**config.mk**
```make
export PLATFORM = sky130hd
export DESIGN_NAME = memaccess
export DESIGN_NICKNAME = d
export VERILOG_FILES = /design/src/rtl/memaccess.sv
export SDC_FILE = /design/constraint.sdc
export NUM_CORES = 1
export LEC_CHECK = 0
export ABC_AREA = 1
export BUFFER_PORTS_ARGS = -buffer_cell sky130_fd_sc_hd__clkbuf_2
export CAP_MARGIN = 20
export CORE_MARGIN = 8
export CORE_UTILIZATION = 48
export CTS_CLUSTER_DIAMETER = 150
export DETAILED_ROUTE_END_ITERATION = 8
export PLACE_DENSITY = 0.8
export SYNTH_ARGS = -nofsm -noshare
export SYNTH_HDL_FRONTEND = slang
export SYNTH_SLANG_ARGS = --single-unit
```
**constraint.sdc**
```tcl
create_clock -name clk -period 1.95 [get_ports clk]
set_input_delay 0.2925 -clock clk [delete_from_list [all_inputs] [get_ports clk]]
set_output_delay 0.2925 -clock clk [all_outputs]
set_load 0.005 [all_outputs]
```
**src/rtl/memaccess.sv**
```systemverilog
// memaccess: RV32I MEM stage issuing data-memory requests and registering MEM/WB values.
module memaccess #(
  parameter int ADDR_W = 32
) (
  input  logic              clk,
  input  logic              reset,
  input  logic              i_pipe_Valid,
  input  logic [31:0]       i_pipe_AluResult,
  input  logic [31:0]       i_pipe_StoreData,
  input  logic              i_pipe_MemRead,
  input  logic              i_pipe_MemWrite,
  input  logic [2:0]        i_pipe_Funct3,
  input  logic              i_pipe_MemToReg,
  input  logic              i_pipe_RegWrEn,
  input  logic [4:0]        i_pipe_RegDst,
  output logic              o_stall,
  output logic              o_dmem_req,
  output logic              o_dmem_we,
  output logic [ADDR_W-1:0] o_dmem_addr,
  output logic [31:0]       o_dmem_wdata,
  output logic [3:0]        o_dmem_wstrb,
  input  logic              i_dmem_ack,
  input  logic [31:0]       i_dmem_rdata,
  output logic [31:0]       o_pipe_MemData,
  output logic              o_pipe_MemToReg,
  output logic              o_pipe_RegWrEn,
  output logic [31:0]       o_pipe_AluResult,
  output logic [4:0]        o_pipe_RegDst,
  output logic              o_pipe_MemFault
);
  typedef enum logic {IDLE, BUSY} state_t;
  state_t state;
  logic [2:0] f3_q;
  logic [1:0] off_q, off, sz;
  logic regwr_q, mem_op, bad_f3, misalign, fault;
  logic [7:0] lb;
  logic [15:0] lh;
  logic [31:0] load_data, st_data;
  logic [3:0] st_strb;
  always_comb begin
    off = i_pipe_AluResult[1:0];
    sz = i_pipe_Funct3[1:0];
    mem_op = i_pipe_Valid & (i_pipe_MemRead | i_pipe_MemWrite);
    bad_f3 = i_pipe_MemWrite ? (i_pipe_Funct3[2] | (sz == 2'b11))
                             : ((sz == 2'b11) | (i_pipe_Funct3 == 3'b110));
    misalign = ((sz == 2'b01) & off[0]) | ((sz == 2'b10) & (off != 2'b00));
    fault = (i_pipe_MemRead & i_pipe_MemWrite) | bad_f3 | misalign;
    o_stall = (state == IDLE) ? (mem_op & ~fault) : ~i_dmem_ack;
    st_data = sz[1] ? i_pipe_StoreData
            : sz[0] ? {2{i_pipe_StoreData[15:0]}} : {4{i_pipe_StoreData[7:0]}};
    st_strb = sz[1] ? 4'b1111 : sz[0] ? (off[1] ? 4'b1100 : 4'b0011) : 4'b0001 << off;
    lb = i_dmem_rdata[{off_q, 3'b000} +: 8];
    lh = off_q[1] ? i_dmem_rdata[31:16] : i_dmem_rdata[15:0];
    load_data = f3_q[1] ? i_dmem_rdata
              : f3_q[0] ? {{16{~f3_q[2] & lh[15]}}, lh} : {{24{~f3_q[2] & lb[7]}}, lb};
  end
  // Pass-through fields go straight to o_pipe_* at accept; only RegWrEn is held back as a bubble.
  always_ff @(posedge clk) begin
    if (reset) begin
      state <= IDLE;
      f3_q <= '0;
      off_q <= '0;
      regwr_q <= 1'b0;
      o_dmem_req <= 1'b0;
      o_dmem_we <= 1'b0;
      o_dmem_addr <= '0;
      o_dmem_wdata <= '0;
      o_dmem_wstrb <= '0;
      o_pipe_MemData <= '0;
      o_pipe_MemToReg <= 1'b0;
      o_pipe_RegWrEn <= 1'b0;
      o_pipe_AluResult <= '0;
      o_pipe_RegDst <= '0;
      o_pipe_MemFault <= 1'b0;
    end else if (state == IDLE) begin
      o_pipe_AluResult <= i_pipe_AluResult;
      o_pipe_RegDst <= i_pipe_RegDst;
      o_pipe_MemToReg <= i_pipe_MemToReg;
      o_pipe_MemData <= '0;
      o_pipe_RegWrEn <= i_pipe_Valid & i_pipe_RegWrEn & ~mem_op;
      o_pipe_MemFault <= mem_op & fault;
      if (mem_op & ~fault) begin
        state <= BUSY;
        f3_q <= i_pipe_Funct3;
        off_q <= off;
        regwr_q <= i_pipe_RegWrEn;
        o_dmem_req <= 1'b1;
        o_dmem_we <= i_pipe_MemWrite;
        o_dmem_addr <= {i_pipe_AluResult[ADDR_W-1:2], 2'b00};
        o_dmem_wdata <= st_data;
        o_dmem_wstrb <= i_pipe_MemWrite ? st_strb : 4'b0000;
      end
    end else if (i_dmem_ack) begin
      state <= IDLE;
      o_dmem_req <= 1'b0;
      o_pipe_MemData <= o_dmem_we ? 32'd0 : load_data;
      o_pipe_RegWrEn <= regwr_q;
    end
  end
endmodule

```
==> results of run 1 <==
-- layout make-up --
type | count | area, um^2 | area share, %
Timing Repair Buffer | 274 | 1466 | 18.25
Sequential cell | 147 | 2943 | 36.62
Tap cell | 172 | 215.2 | 2.678
Inverter | 22 | 85.08 | 1.059
Clock buffer | 18 | 429.2 | 5.340
Clock inverter | 14 | 91.34 | 1.137
Multi-Input combinational cell | 653 | 2806 | 34.92
-- critical path: stages, from the launching register on --
cell	delay, ps
dfxtp_1	310
nor2_1	180
nand3_2	160
buf_4	230
nand2_1	80
clkbuf_2	110
-- placed cells by master (no fill, tap or decap), drive strengths merged --
cell,instances
a21o,1
a22oi,1
buf,23
conb,2
or2,2
o211ai,7
clkinvlp,4
o21ai,29
a31oi,1
inv,23
clkinv,9
nor2,54
a21oi,156
a211oi,2
clkbuf,269
dfxtp,147
nand4,10
nand3,21
nand2,367
-- stage by stage --
step	cells	setup slack, ps	hold slack [ps]	cell area, um^2
floorplan	885	483.7	435.2	6142
global placement	1268	297.1	450.7	7516
finish	1300	179.1	104.2	8036
CTS	1300	138.8	93.61	8036
detailed placement	1268	210.5	454.2	7516
global route	1300	52.41	95.01	8036
-- layer usage --
layer  track usage (%)  vias up  share of wire, %
met4             11.54        0               3.2
met1             27.92     2994                39
met3             9.819       42                12
li1                  -     3316                 -
met2             37.56      324                46
met5                 0        -                 0
-- path summary, 6_finish.rpt --
| path | startpoint | to | slack (ps) | cells after the start |
|---|---|---|---|---|
| max | state$_SDFF_PP0_ | o_stall | 180 | 5 |
| min | i_pipe_MemToReg | o_pipe_MemToReg$_SDFFE_PP0N_ | 100 | 3 |
| max reg2reg | off_q[1]$_SDFFE_PP0P_ | o_pipe_MemData[24]$_SDFFE_PP0P_ | 290 | 8 |
| min reg2reg | o_pipe_MemData[10]$_SDFFE_PP0P_ | o_pipe_MemData[10]$_SDFFE_PP0P_ | 460 | 2 |
-- state kept, by name, summed over array words and instances (netlist names) --
register,flops
o_pipe_MemData,32
o_pipe_MemToReg,1
o_pipe_AluResult,32
o_dmem_req,1
regwr_q,1
o_pipe_RegDst,5
o_dmem_we,1
o_pipe_MemFault,1
o_dmem_wdata,32
off_q,2
o_pipe_RegWrEn,1
o_dmem_wstrb,4
o_dmem_addr,30
state,1
f3_q,3
-- report_power, final --
group | internal [mW] | switching, mW
Sequential | 3.11 | 0.0596
Combinational | 0.326 | 0.499
Clock | 1.61 | 1.26
Total | 5.05 | 1.82
-- cells by family (layout without fill, tap and decap cells) --
group,Yosys count,in the layout
AOI/OAI and AO/OA,197,197
buffers and inverters,85,328
DFF,147,147
other,1,2
and+or+nand+nor,454,454
==> flow_summary.toml, run 1 <==
[cts]
cts.sinks = 147
root_buffer = "clkbuf_16"
insertion_delay_ps = 420
cts_resized = 0
cts_buffers = 17
cts_buffer_depth = 2
htree_num_levels = 4
path_clk_slew_ps = 60
cts_tree = "done"
hold_buffers = 0
post_cts_buffers = 0

[worst_setup_path]
crit_arrival_ps = 1480
cp_max_fo = 14
required_ps = 1660
worstSetupPathType = "reg -> out"
end_kind = "primary output"
start_kind = "flip-flop"

[synth]
synthCells = 884
yosysMostFrequentCell = "nand2_1"
synth_area_leaders = "dfxtp_1 (48%), nand2_1 (22%), a21oi_1 (13%)"
synth.distinct_cells = 28
synth-main-ff-cell = "dfxtp_1"
synth-compound-area-share_pct = 16.59
synth_mux_area_share_pct = 0
yosys-top-cells-count = "nand2_1 (366), a21oi_1 (156), dfxtp_1 (147)"
ys_ff_latch = 147
synth_xor_area_share_pct = 0
synth_edf_count = 0
syn_area_per_cell_um2 = 6.944
synth_top_cell_area_share_pct = 47.94
yosys.area_share.adder_pct = 0
synth_area_leader_cell = "dfxtp_1"
synth-simple-area-share_pct = 29.01
synth_top_family_by_area = "simple AND/OR/NAND/NOR gates"
ys_warn_count = 0
seq_area_frac_synth_pct = 47.94
synth_async_sr_flop_share_pct = 0
syn-cell-area_um2 = 6138

[global_routing]
groute.usage.overall_pct = 23.94
grt_pass1_vias = 6223
gr-total-overflow = 0
grt_pass1_wl_um = 31490
antenna_found_initial = 0
grt_start_max_net_pins = 116

[cells_and_area]
syn_to_final_growth_pct = 30.92
utilization_pct = 63.94
drive_gt1_share_pct = 28.19
fin_nets = 1227
antenna_cells = 0
fill_cells = 1188

[power]
leakagePower_nw = 3.770
powerDensity_nw_per_um2 = 855.0
ir_drop_mv = 0.6071
total_power_mw = 6.871

[floorplanning]
fp.dieArea_um2 = 16660
coreArea_um2 = 12570
num_io_pins = 255
die_w_um = 129.1
dieHeight_um = 129.1
initial_core_util_pct = 48.84
core.rowCount = 41

[routing]
vias_per_cell = 5.135
drcViolationCount = 0
wl_per_cell_um = 15.64
first_pass_iters = 5
postRouteAntennaNets = 0
drt-total-wl_um = 20330
dr.first_iter.drc_count = 681
vias = 6676

[timing]
drv_slew = 0
final.setup.tns_ps = 0
fin_worst_skew_ps = 5.048
layout_worst_path_cycle_share_pct = 90.82
setup-violations-final = 0
max_slew_margin_pct = 58.15
rsz0062_at_grt = "no"
finalHoldViolCount = 0
max_freq_mhz = 564.7
worst_pin_slew_ps = 627.8
period_needed_ps = 1771

[hold_path]
hp-class = "in -> reg"

[place]
gp_congestion = 0.9265
place_hpwl_um = 15000
io_buffer_count = 252

[run]
max_cap_violations = 0

[status]
outcome = "completed"
No activity file was read; power rests on OpenSTA's default activity.
==> run 2, diff against run 1 <==
--- a/config.mk
+++ b/config.mk
@@ -9,10 +9,11 @@
 export BUFFER_PORTS_ARGS = -buffer_cell sky130_fd_sc_hd__clkbuf_2
 export CAP_MARGIN = 20
 export CORE_MARGIN = 8
-export CORE_UTILIZATION = 48
+export CORE_UTILIZATION = 50
 export CTS_CLUSTER_DIAMETER = 150
 export DETAILED_ROUTE_END_ITERATION = 8
-export PLACE_DENSITY = 0.8
+export PLACE_DENSITY = 0.83
+export REMOVE_ABC_BUFFERS = 1
 export SYNTH_ARGS = -nofsm -noshare
 export SYNTH_HDL_FRONTEND = slang
 export SYNTH_SLANG_ARGS = --single-unit
==> constraint.sdc (replaced) <==
create_clock -name clk -period 2.19 [get_ports clk]
set_input_delay 0.3285 -clock clk [delete_from_list [all_inputs] [get_ports clk]]
set_output_delay 0.3285 -clock clk [all_outputs]
set_load 0.005 [all_outputs]
==> run 2 against run 1 <==
Compared with the run above: clock power is 5% higher; clock skew is essentially flat; critical path depth unchanged; total power fell by 4.7%; global-route usage increased by 0.59 points; critical path type unchanged; critical endpoint unchanged; largest cell class unchanged; largest power group is now the clock network.
==> flow_summary.toml, run 2 (same netlist as run 1, synthesis figures left out) <==
[timing]
layout_worst_path_cycle_share_pct = 84.02
rsz0062_at_grt = "no"
finalHoldViolCount = 0
max_freq_mhz = 543.5
fin_worst_skew_ps = 5.448
max_slew_margin_pct = 59.53
setup-violations-final = 0
worst_pin_slew_ps = 607.0
period_needed_ps = 1840
setup_ws_ps = 349.9
drv_slew = 0

[floorplanning]
dieHeight_um = 126.8
initial_core_util_pct = 51.10
core.rowCount = 40
num_io_pins = 255
fp.dieArea_um2 = 16080
die_w_um = 126.8
coreArea_um2 = 12010

[routing]
vias_per_cell = 5.245
vias = 6667
drcViolationCount = 0
dr.first_iter.drc_count = 549
postRouteAntennaNets = 0
drt-total-wl_um = 20140
wl_per_cell_um = 15.85
first_pass_iters = 5

[hold_path]
hp-class = "in -> reg"

[cts]
root_buffer = "clkbuf_16"
cts_resized = 0
cts_tree = "done"
cts_buffers = 17
hold_buffers = 0
path_clk_slew_ps = 60
cts.sinks = 147
insertion_delay_ps = 420
post_cts_buffers = 0
htree_num_levels = 4
cts_buffer_depth = 2

[worst_setup_path]
crit_arrival_ps = 1510
end_kind = "primary output"
start_kind = "flip-flop"
cp_max_fo = 17
required_ps = 1860
worstSetupPathType = "reg -> out"

[power]
leakagePower_nw = 3.797
p_int_mw = 4.963
p_clk_share_pct = 45.9
ir_drop_mv = 0.5479
power_frac_comb_pct = 10.9
powerDensity_nw_per_um2 = 812.0
p_sw_share_pct = 24.21
p_seq_share_pct = 43.2
power.switching_mw = 1.585

[cells_and_area]
reg_top3 = "o_dmem_wdata (32), o_pipe_AluResult (32), o_pipe_MemData (32)"
fin_nets = 1222
fill_cells = 1028
drive_gt1_share_pct = 27.78
layout_common_cells = "nand2_1 (366), clkbuf_2 (251), a21oi_1 (156)"
layout_commonest_cell = "nand2_1"
syn_to_final_growth_pct = 31.37
layout.cells.non_filler = 1271

[place]
io_buffer_count = 252
dp.cells = 1238
place_hpwl_um = 14670
gp_congestion = 0.9117
dp_slack_ps = 415.3

[global_routing]
grt_start_max_net_pins = 94
groute.usage.overall_pct = 24.53
met2_usage_pct = 40.21
grt_use_met3_pct = 9.258
antenna_found_initial = 0
gr-total-overflow = 0
busiest_layer = "met2"
grt_pass1_wl_um = 31710
grt_pass1_vias = 6304
met1_usage_pct = 27.52

[run]
max_cap_violations = 0

[status]
outcome = "completed"
run 2: cell types whose count changed in the layout (fill, tap and decap cells not counted), sizes merged:
cell      previous run  this run
bufinv               0         3
diode                0         1
clkinvlp             4         1
clkinv               9         5
buf                 23        18
clkbuf             269       274
inv                 23        22
run 2: routing by layer:
layer | share of wire, % | wire length (um)
met1 | 38 | 7739
met2 | 48 | 9647
met3 | 11 | 2174
met4 | 2.9 | 580
met5 | 0 | 0
run 2: layout make-up:
class | count | area (um^2) | area share [%]
Clock inverter | 9 | 126.4 | 1.567
Multi-Input combinational cell | 653 | 2806 | 34.80
Timing Repair Buffer | 269 | 1429 | 17.72
Antenna cell | 1 | 2.502 | 0.03103
Inverter | 22 | 85.08 | 1.055
Sequential cell | 147 | 2943 | 36.49
Clock buffer | 23 | 488.0 | 6.051
Tap cell | 147 | 183.9 | 2.281
run 2: path summary, 6_finish.rpt:
kind | from | end | slack (ps) | depth (start not counted)
hold reg to reg | o_pipe_MemData[31]$_SDFFE_PP0P_ | o_pipe_MemData[31]$_SDFFE_PP0P_ | 460 | 2
hold / removal | i_pipe_RegDst[4] | o_pipe_RegDst[4]$_SDFFE_PP0N_ | 140 | 3
setup reg to reg | off_q[1]$_SDFFE_PP0P_ | o_pipe_MemData[30]$_SDFFE_PP0P_ | 410 | 7
setup / recovery | state$_SDFF_PP0_ | o_stall | 350 | 5
run 2: critical path: stages, from the launching register on:
cell and delay [ps]:
dfxtp_1 350, nor2_1 190, nand3_2 140, buf_4 230
nand2_1 70, clkbuf_2 110
run 2: power by group through the flow:
| stage | Combinational (mW) | Sequential (mW) | Clock (mW) |
|---|---|---|---|
| 2_1_floorplan | 0.310 | 2.89 | 0 |
| 3_3_place_gp | 0.704 | 2.88 | 0 |
| 3_5_place_dp | 0.710 | 2.88 | 0 |
| 4_1_cts | 0.717 | 2.83 | 3.03 |
| 5_1_grt | 0.801 | 2.84 | 3.14 |
| 6_report | 0.715 | 2.83 | 3.00 |
run 2: metrics by stage:
stage               hold slack, ps  power, mW  setup TNS (ps)  area [um^2]  util (%)
detailed placement           454.2      3.595               0         7447     62.00
finish                       140.8      6.548               0         8064     67.14
CTS                          128.1      6.573               0         8061     67.11
floorplan                    397.6      3.203          -41490         5834         -
global route                 138.9      6.776               0         8061     67.11
global placement             451.0      3.585               0         7447     62.00
==> run 3, diff against run 2 <==
--- a/config.mk
+++ b/config.mk
@@ -5,14 +5,14 @@
 export SDC_FILE = /design/constraint.sdc
 export NUM_CORES = 1
 export LEC_CHECK = 0
-export ABC_AREA = 1
+export ABC_AREA = 0
 export BUFFER_PORTS_ARGS = -buffer_cell sky130_fd_sc_hd__clkbuf_2
 export CAP_MARGIN = 20
 export CORE_MARGIN = 8
-export CORE_UTILIZATION = 50
+export CORE_UTILIZATION = 44
 export CTS_CLUSTER_DIAMETER = 150
 export DETAILED_ROUTE_END_ITERATION = 8
-export PLACE_DENSITY = 0.83
+export PLACE_DENSITY = 0.76
 export REMOVE_ABC_BUFFERS = 1
 export SYNTH_ARGS = -nofsm -noshare
 export SYNTH_HDL_FRONTEND = slang
==> constraint.sdc (replaced) <==
create_clock -name clk -period 1.5 [get_ports clk]
set_input_delay 0.225 -clock clk [delete_from_list [all_inputs] [get_ports clk]]
set_output_delay 0.225 -clock clk [all_outputs]
set_load 0.005 [all_outputs]
==> run 3 against run 2 <==
Compared with the run above: first-iteration DRC count shrank 52%; wire length grew 7.8%; die area grew 16%; total power grew 43%; sequential share of layout area shrank 3.2 points; largest cell class is now multi-input gates.
==> flow_summary.toml, run 3 <==
[status]
outcome = "completed"

[cells_and_area]
multi_input_area_um2 = 3158
reg_top3 = "o_dmem_wdata (32), o_pipe_AluResult (32), o_pipe_MemData (32)"
fin_nets = 1101
layout_commonest_cell = "clkbuf_2"
seqCellArea_um2 = 2952
fill_cells = 1266
utilization_pct = 61.75
drive_gt1_share_pct = 39.32
layout_common_cells = "clkbuf_2 (250), dfxtp_1 (144), a21oi_1 (72)"
syn_to_final_growth_pct = 38.28

[cts]
cts.sinks = 147
cts_buffer_depth = 2
path_clk_slew_ps = 70
root_buffer = "clkbuf_16"
insertion_delay_ps = 420
cts_tree = "done"
htree_num_levels = 4
cts_buffers = 17

[synth]
synth_async_sr_flop_share_pct = 0
seq_area_frac_synth_pct = 45.87
synth_area_leader_cell = "dfxtp_1"
synth_area_leaders = "dfxtp_1 (46%), mux2i_1 (8.6%), a21oi_1 (5.7%)"
ys_ff_latch = 147
synth_top_cell_area_share_pct = 45.87
yosysMostFrequentCell = "dfxtp_1"
yosys-top-cells-count = "dfxtp_1 (147), a21oi_1 (73), o21ai_0 (60)"
syn-cell-area_um2 = 6416
synth-main-ff-cell = "dfxtp_1"
synth_edf_count = 0
synth.distinct_cells = 52
syn_area_per_cell_um2 = 8.949
ys_warn_count = 0
synthCells = 717

[floorplanning]
core.rowCount = 44
fp.dieArea_um2 = 18700
coreArea_um2 = 14370
num_io_pins = 255
initial_core_util_pct = 44.65
dieHeight_um = 136.8
die_w_um = 136.8

[power]
ir_drop_mv = 0.8566
p_clk_share_pct = 44.2
p_seq_share_pct = 43.8
leakagePower_nw = 3.889
power_frac_comb_pct = 12.0
p_sw_share_pct = 26.64
power.switching_mw = 2.500
p_int_mw = 6.886
powerDensity_nw_per_um2 = 1058

[worst_setup_path]
required_ps = 1270
cp_max_fo = 7
reg2reg_from = "off_q[0]$_SDFFE_PP0P_"
regToRegSetupSlack_ps = 70
worstSetupPathType = "reg -> out"
r2r_cells = 5
startpoint = "state$_SDFF_PP0_"
start_kind = "flip-flop"
crit_arrival_ps = 1240
r2r-end = "o_pipe_MemData[15]$_SDFFE_PP0P_"
end_kind = "primary output"

[routing]
drcViolationCount = 0
postRouteAntennaNets = 0
first_pass_iters = 5
vias = 6473
wl_per_cell_um = 18.29
vias_per_cell = 5.453
drt-total-wl_um = 21710
dr.first_iter.drc_count = 265

[timing]
worst_pin_slew_ps = 785.7
final.setup.tns_ps = 0
finalHoldWorstSlack_ps = 31.04
rsz0062_at_grt = "yes"
drv_slew = 0
setup-violations-final = 0
setup_ws_ps = 34.35
fin_worst_skew_ps = 8.805
layout_worst_path_cycle_share_pct = 97.71
max_freq_mhz = 682.3
max_slew_margin_pct = 47.62
finalHoldViolCount = 0
period_needed_ps = 1466

[run]
max_cap_violations = 0

[hold_path]
min_delay_worst_endpoint = "o_pipe_RegDst[3]$_SDFFE_PP0N_"
hold_depth = 3
hp-class = "in -> reg"
hold_start = "i_pipe_RegDst[3]"

[place]
io_buffer_count = 252
gp_congestion = 0.8459
place_hpwl_um = 16310
dp_slack_ps = -132.8

[global_routing]
grt_pass1_vias = 6105
groute.usage.overall_pct = 22.23
antenna_found_initial = 1
grt_pass1_wl_um = 32650
gr-total-overflow = 0
grt_start_max_net_pins = 76
## run 3: cell types whose count changed in the layout (fill, tap and decap cells not counted), moves of 14 or more
cell	previous run	this run
nand2_1	366	44
a22oi_1	1	16
nor3_1	0	14
buf_4	15	61
mux2i_1	0	55
o21ai_0	27	60
a21oi_1	156	72
nand3_1	18	46
## run 3: worst max path at each step
stage,end,cells past startpoint
floorplan,o_dmem_wdata[24]$_SDFFE_PP0P_,3
global placement,o_dmem_wdata[30]$_SDFFE_PP0P_,6
detailed placement,o_dmem_wdata[12]$_SDFFE_PP0P_,6
CTS,o_stall,4
global route,o_stall,4
finish,o_stall,4
## run 3: logic make-up after synthesis
group           Yosys count  share of synthesized area (%)
compound gates          227                          22.19
buf+inv                  75                          5.538
flops                   147                          45.87
mux                      65                          10.51
other cells               1                        0.05845
simple gates            202                          15.83
## run 3: metrics by stage
| step | power (mW) | cell area [um^2] | std cells |
|---|---|---|---|
| 2_1_floorplan | 4.602 | 6080 | 647 |
| 3_3_place_gp | 5.288 | 8207 | 1148 |
| 3_5_place_dp | 5.305 | 8207 | 1148 |
| 4_1_cts | 9.450 | 8827 | 1182 |
| 5_1_grt | 9.764 | 8872 | 1187 |
| 6_report | 9.387 | 8872 | 1187 |
## run 3: critical path, cell delays in order (launching register included)
cell,delay (ps)
dfxtp_4,380
nor2b_4,200
nand2_8,80
nand2_2,70
buf_6,90
## run 3: power by group through the flow
stage	Sequential, mW	Clock, mW	Combinational (mW)
floorplan	4.22	0	0.385
global placement	4.19	0	1.10
detailed placement	4.20	0	1.11
CTS	4.11	4.22	1.12
global route	4.12	4.42	1.22
finish	4.11	4.15	1.13
## run 3: what timing repair did
action                     CTS  global route
setup endpoints to repair   15             3
cloned                       0             0
hold buffers                 0             0
pin swaps                    1             2
buffers inserted             2             4
resized for setup            6             4
## run 3: metal layers
metal	track usage, %	routed length [um]	part of all wire (%)	vias up
met5	0	0	0	-
met4	6.040	218	1.0	0
met3	7.526	2116	9.7	18
met2	38.16	10850	50	265
met1	25.81	8528	39	3045
li1	-	-	-	3145
## run 3: layout make-up
class / instances / area share (%)
multi-input combinational: 496 / 35.59
sequential: 147 / 33.27
tap: 184 / 2.595
clock buffer: 18 / 4.837
antenna: 1 / 0.02820
inverter: 4 / 0.1692
clock inverter: 14 / 1.636
timing repair buffer: 323 / 21.87
